[src/rtl/spike_event_tx_pkg.sv]
// Shared definitions for the spike event transmitter: channel FSM encoding
// and default sizing parameters.
package spike_event_tx_pkg;

  localparam int unsigned N_CH_DEF   = 8;
  localparam int unsigned PEND_W_DEF = 3;
  localparam int unsigned DROP_W_DEF = 16;

  typedef enum logic [1:0] {
    CH_IDLE = 2'd0,
    CH_REQ  = 2'd1,
    CH_REL  = 2'd2
  } ch_state_e;

endpackage

[src/rtl/spike_tx_channel.sv]
// One transmit channel: a saturating pending-spike counter feeding a
// four-phase request/acknowledge FSM.
module spike_tx_channel
  import spike_event_tx_pkg::*;
#(
  parameter int unsigned PEND_W = PEND_W_DEF
) (
  input  logic clk,
  input  logic resetn,
  input  logic spike,
  input  logic ack,
  output logic req,
  output logic drop,
  output logic active,
  output logic ack_err
);

  localparam logic [PEND_W-1:0] PEND_MAX = '1;

  ch_state_e         state_q, state_d;
  logic [PEND_W-1:0] pend_q, pend_d;
  logic              req_q;
  logic              dec;

  always_comb begin
    state_d = state_q;
    pend_d  = pend_q;
    drop    = 1'b0;
    dec     = (state_q == CH_REQ) && ack;

    if (spike && !dec) begin
      if (pend_q == PEND_MAX) drop = 1'b1;
      else                    pend_d = pend_q + 1'b1;
    end else if (dec && !spike) begin
      pend_d = pend_q - 1'b1;
    end

    case (state_q)
      CH_IDLE: if ((pend_q != '0) || spike) state_d = CH_REQ;
      CH_REQ:  if (ack)                     state_d = CH_REL;
      CH_REL:  if (!ack)                    state_d = CH_IDLE;
      default:                              state_d = CH_IDLE;
    endcase
  end

  // Request line is registered from the next state so it tracks REQ exactly.
  always_ff @(posedge clk or negedge resetn) begin
    if (!resetn) begin
      state_q <= CH_IDLE;
      pend_q  <= '0;
      req_q   <= 1'b0;
    end else begin
      state_q <= state_d;
      pend_q  <= pend_d;
      req_q   <= (state_d == CH_REQ);
    end
  end

  assign req     = req_q;
  assign active  = (pend_q != '0) || (state_q != CH_IDLE);
  assign ack_err = ack && (state_q == CH_IDLE);

endmodule

[src/rtl/spike_event_tx.sv]
// Spike event transmitter: N_CH independent handshake channels with
// aggregated drop counting, busy and sticky protocol-error reporting.
module spike_event_tx
  import spike_event_tx_pkg::*;
#(
  parameter int unsigned N_CH   = N_CH_DEF,
  parameter int unsigned PEND_W = PEND_W_DEF,
  parameter int unsigned DROP_W = DROP_W_DEF
) (
  input  logic              clk,
  input  logic              resetn,
  input  logic [N_CH-1:0]   spike_pulse_in,
  input  logic [N_CH-1:0]   acks_in,
  output logic [N_CH-1:0]   spikes_out,
  output logic [DROP_W-1:0] drop_count,
  output logic              busy,
  output logic              proto_err
);

  localparam int unsigned SUM_W = $clog2(N_CH + 1);

  logic [N_CH-1:0]   drop_v;
  logic [N_CH-1:0]   active_v;
  logic [N_CH-1:0]   ack_err_v;
  logic [SUM_W-1:0]  drop_sum;
  logic [DROP_W:0]   drop_nxt;
  logic [DROP_W-1:0] drop_q;
  logic              proto_q;
  logic              multi_ack;

  for (genvar g = 0; g < N_CH; g++) begin : g_ch
    spike_tx_channel #(
      .PEND_W(PEND_W)
    ) u_ch (
      .clk    (clk),
      .resetn (resetn),
      .spike  (spike_pulse_in[g]),
      .ack    (acks_in[g]),
      .req    (spikes_out[g]),
      .drop   (drop_v[g]),
      .active (active_v[g]),
      .ack_err(ack_err_v[g])
    );
  end

  always_comb begin
    drop_sum = '0;
    for (int unsigned i = 0; i < N_CH; i++) begin
      drop_sum = drop_sum + SUM_W'(drop_v[i]);
    end
    drop_nxt  = {1'b0, drop_q} + (DROP_W + 1)'(drop_sum);
    multi_ack = (acks_in & (acks_in - N_CH'(1))) != '0;
  end

  // Extra carry bit detects overflow so the count pins at all-ones.
  always_ff @(posedge clk or negedge resetn) begin
    if (!resetn) begin
      drop_q  <= '0;
      proto_q <= 1'b0;
    end else begin
      drop_q  <= drop_nxt[DROP_W] ? '1 : drop_nxt[DROP_W-1:0];
      proto_q <= proto_q | (|ack_err_v) | multi_ack;
    end
  end

  assign drop_count = drop_q;
  assign busy       = |active_v;
  assign proto_err  = proto_q;

endmodule
[config.mk]
export PLATFORM = sky130hd
export DESIGN_NAME = spike_event_tx
export DESIGN_NICKNAME = d
export VERILOG_FILES = /design/src/rtl/spike_event_tx_pkg.sv /design/src/rtl/spike_tx_channel.sv /design/src/rtl/spike_event_tx.sv
export SDC_FILE = /design/constraint.sdc
export NUM_CORES = 1
export LEC_CHECK = 0
export ABC_AREA = 1
export CORE_ASPECT_RATIO = 0.5
export CORE_MARGIN = 5
export CORE_UTILIZATION = 25
export CTS_CLUSTER_DIAMETER = 30
export DETAILED_ROUTE_END_ITERATION = 7
export PLACE_DENSITY_LB_ADDON = 0.05
export SLEW_MARGIN = 20
export SYNTH_ARGS = -nofsm -noshare
export SYNTH_HDL_FRONTEND = slang
export SYNTH_SLANG_ARGS = --single-unit
[constraint.sdc]
create_clock -name clk -period 5.65 [get_ports clk]
set_clock_uncertainty 0.2 [all_clocks]
set_input_delay 1.13 -clock clk [delete_from_list [all_inputs] [get_ports clk]]
set_output_delay 1.13 -clock clk [all_outputs]
set_load 0.01 [all_outputs]
==> out/metrics.cfg <==
[synth]
synth_top_family_by_area=simple AND/OR/NAND/NOR gates
synthesized_area_fraction_occupied_by_ao_oa_aoi_and_oai_cells=0.0415
syn-mean-instance-area_sq_um=7.82
synth.cell_area_sq_um=3920
yosysWarningCount=0
post_synth_xor_xnor_area=0.0268
yosysTopAreaCell=sky130_fd_sc_hd__dfrtp_1
synth_cell_type_count=27
synth_largest_type_area_fraction=0.415
synth_cells=501
synthesis.nets=538
synth.mux.area_fraction=0
postSynthRegisterBits=65
synth_fa_ha_area_frac=0.0856
synth.yosys.seq_area_share=0.415
synth.area.top_cells=sky130_fd_sc_hd__dfrtp_1 (42%), sky130_fd_sc_hd__nand2_1 (14%), sky130_fd_sc_hd__nand3_1 (7.2%), sky130_fd_sc_hd__fa_1 (6.6%), sky130_fd_sc_hd__inv_1 (6.3%)
post_synth_and_or_nand_nor_area_fraction=0.349

[detailed_routing]
drt_total_wl_microns=9630
drt-initial-drc-count=159
antenna_left=0
remaining_drc_errors=0
wl_per_cell_microns=12.7
num_vias=3194
dr.pass1.iters=5
avgViaCountPerCell=4.21

[die]
initial_core_util=0.255
design.core.area_sq_um=15400
fp-row-count=32
floorplan.die.height_microns=98.5
design.portCount=44
die_w_microns=187
dieArea_sq_um=18400

[timing]
final.setup.tns_ns=0
finalHoldViolCount=0
period_needed_ns=5.11
worst_pin_slew_ns=0.812
setup-violations-final=0
final.period_utilization=0.904
worst_rel_slew_slack=0.459
finalMaxSlewViolations=0
setup_repair_after_global_routing_missed_its_margin=no
clock.fmax_mhz=196

[critical_path]
timing.critical_path.slowest_cell_delay_ns=0.55
r2r_setup_slack_ns=1.33
start_kind=input port
chain_of_cells_forming_the_critical_path=clkdlybuf4s50_1 > nand3_1 > nand2_1 > nor2_1 > fa_1 > inv_1 > fa_1 > inv_1 > fa_1 > inv_1 > fa_1 > inv_1 > fa_1 > nand3_1 > nand2_2 > nand3_4 > nand3_1
critical_path.most_common_cell=sky130_fd_sc_hd__fa_1
cpLargestDelayFamily=adder cells
path_class=in2reg
critPathSlowestCell=sky130_fd_sc_hd__fa_1
r2r.worst_path.cells=17
critPathRequiredTime_ns=5.71
cp-end-kind=flop
reg2reg_from=g_ch[0].u_ch.state_q[1]$_DFF_PN0_
critical_path_arrival_ns=5.16
rr_endpoint=drop_count[9]$_DFF_PN0_
cp_num_cells=17
crit_path_max_fanout=15
critPathLaunch=acks_in[0]
crit_path_end=drop_count[9]$_DFF_PN0_
worst-path-buf-inv=5

[power_and_ir_drop]
vdd_drop_max_v=0.000163
switching_power_uw=923
sw_share=0.370
power_frac_clock=0.282
power.combinational.fraction=0.371
power_report.internal_total_mw=1.57
leakagePower_nw=2.38
seq_power_share=0.347
power.density_cell_area_nw_per_um2=506

[finish]
final_nets=586
final_layout_size_suffix_gt1_frac=0.0794
area_growth_pct=25.8
antenna-diode-count=0
fin_util=0.321
layout.cells.most_common=sky130_fd_sc_hd__nand2_1
most-common-layout-cells=sky130_fd_sc_hd__nand2_1 (145), sky130_fd_sc_hd__inv_1 (66), sky130_fd_sc_hd__dfrtp_1 (65), sky130_fd_sc_hd__nand3_1 (56), sky130_fd_sc_hd__clkdlybuf4s50_1 (42)

[global_routing]
first_pass_grt_wire_length_microns=16600
total_routing_resource_utilization_after_global_routing=0.112
antenna_found_initial=0
globalRouteOverflowTotal=0
grt_pass1_vias=3283
grt_max_degree=35

[placement]
quantity_of_i_o_buffers_inserted_on_ports=43
place.gp.congestion=0.789
detailed_place_hpwl_microns=7630

[clock_tree]
clk_pin_slew_ns=0.06
cts_root_buffer=sky130_fd_sc_hd__clkbuf_16
htree_levels=3
tritoncts=yes
holdBufCountCts=0
cts_setup_buffers=0
post_cts_resized=0
numCtsBuffers=9
cts.path.max_buffers=2
numClockSinks=65
clock_network_latency_to_the_later_pin_of_the_worst_skew_pair_ns=0.33

[outcome]
run_status=finished, final reports clean

[hold_path]
min_path_type=reg2reg

[run]
max-cap-violations=0

cells by family (layout without fill, tap and decap cells):
| group | Yosys count | in the layout |
|---|---|---|
| buffers and inverters | 76 | 129 |
| adders and majority gates | 19 | 19 |
| xor gates and xnor gates | 12 | 12 |
| and+or+nand+nor | 297 | 297 |
| AOI/OAI and AO/OA | 32 | 32 |
| DFF | 65 | 65 |
power by group through the flow:
stage                     Combinational [mW]  Clock (mW)  Sequential [mW]
after floorplan                        0.687           0            0.838
after global placement                 0.956           0            0.881
after detailed placement               0.950           0            0.875
after CTS                              0.954       0.729            0.869
after global routing                    1.09       0.753            0.903
final                                  0.926       0.703            0.866
sequential cells by signal, summed over array words and instances, names as in the netlist:
name / count
proto_err: 1
g_ch.u_ch.req: 8
g_ch.u_ch.state_q: 16
g_ch.u_ch.pend_q: 24
drop_count: 16
cell usage after synthesis:
master,n
sky130_fd_sc_hd__dfrtp_1,65
sky130_fd_sc_hd__nor3_1,10
sky130_fd_sc_hd__nand2_1,145
sky130_fd_sc_hd__o21ai_0,16
sky130_fd_sc_hd__nand3b_1,5
sky130_fd_sc_hd__buf_6,1
sky130_fd_sc_hd__xor2_1,9
sky130_fd_sc_hd__nor2_1,39
sky130_fd_sc_hd__o21bai_1,1
sky130_fd_sc_hd__fa_1,13
sky130_fd_sc_hd__nor3_4,1
sky130_fd_sc_hd__nand3_4,1
sky130_fd_sc_hd__xnor2_1,3
sky130_fd_sc_hd__inv_2,1
sky130_fd_sc_hd__a21oi_1,11
sky130_fd_sc_hd__o21ai_1,4
sky130_fd_sc_hd__inv_1,66
sky130_fd_sc_hd__ha_1,6
sky130_fd_sc_hd__nor2_2,1
sky130_fd_sc_hd__nand3_1,56
sky130_fd_sc_hd__nand4_1,18
sky130_fd_sc_hd__nor2_4,1
sky130_fd_sc_hd__or2_2,4
sky130_fd_sc_hd__or2_0,1
sky130_fd_sc_hd__buf_4,8
sky130_fd_sc_hd__nand2_2,10
sky130_fd_sc_hd__nand3_2,5
area by class of cell:
class	instances	area, sq um
fillers	1689	10400
multi-input cells	360	1970
flip-flops and latches	65	1630
repair buffers	46	448
well taps	204	255
clock buffers	11	253
inverters	67	251
clock inverters	5	125
worst reg2reg max path, stage by stage, from the launching register on:
cell	delay (ns)
sky130_fd_sc_hd__dfrtp_1	0.40
sky130_fd_sc_hd__inv_1	0.11
sky130_fd_sc_hd__nand3_1	0.12
sky130_fd_sc_hd__nand2_1	0.14
sky130_fd_sc_hd__nor2_1	0.08
sky130_fd_sc_hd__fa_1	0.50
sky130_fd_sc_hd__inv_1	0.09
sky130_fd_sc_hd__fa_1	0.55
sky130_fd_sc_hd__inv_1	0.06
sky130_fd_sc_hd__fa_1	0.52
sky130_fd_sc_hd__inv_1	0.05
sky130_fd_sc_hd__fa_1	0.41
sky130_fd_sc_hd__inv_1	0.11
sky130_fd_sc_hd__fa_1	0.21
sky130_fd_sc_hd__nand3_1	0.12
sky130_fd_sc_hd__nand2_2	0.16
sky130_fd_sc_hd__nand3_4	0.25
sky130_fd_sc_hd__nand3_1	0.17
metal layers:
| metal | GRT usage | part of all wire |
|---|---|---|
| met1 | 0.154 | 0.52 |
| met2 | 0.176 | 0.43 |
| met3 | 0.0354 | 0.040 |
| met4 | 0.0239 | 0.0073 |
| met5 | 0 | 0 |
metrics by stage:
stage / std cells / worst slack (ns) / total power [mW] / hold slack [ns] / instance area (sq um)
2_1_floorplan: 501 / 1.00 / 1.53 / 0.255 / 3920
3_3_place_gp: 742 / 0.219 / 1.84 / 0.276 / 4550
3_5_place_dp: 742 / 0.179 / 1.82 / 0.278 / 4550
4_1_cts: 758 / 0.515 / 2.55 / 0.285 / 4930
5_1_grt: 758 / 0.261 / 2.75 / 0.323 / 4930
6_report: 758 / 0.542 / 2.50 / 0.283 / 4930
worst min-delay path by stage:
stage,start,end,slack (ns),cells past startpoint
6_report,g_ch[2].u_ch.state_q[1]$_DFF_PN0_,g_ch[2].u_ch.state_q[1]$_DFF_PN0_,0.28,1
5_1_grt,g_ch[0].u_ch.state_q[1]$_DFF_PN0_,g_ch[0].u_ch.state_q[1]$_DFF_PN0_,0.32,1
4_1_cts,g_ch[2].u_ch.state_q[1]$_DFF_PN0_,g_ch[2].u_ch.state_q[1]$_DFF_PN0_,0.28,1
3_5_place_dp,g_ch[2].u_ch.state_q[1]$_DFF_PN0_,g_ch[2].u_ch.state_q[1]$_DFF_PN0_,0.28,1
3_3_place_gp,g_ch[2].u_ch.state_q[1]$_DFF_PN0_,g_ch[2].u_ch.state_q[1]$_DFF_PN0_,0.28,1
2_1_floorplan,g_ch[0].u_ch.state_q[1]$_DFF_PN0_,g_ch[0].u_ch.state_q[1]$_DFF_PN0_,0.26,1
Note: power is estimated with default switching activity, not from simulation.
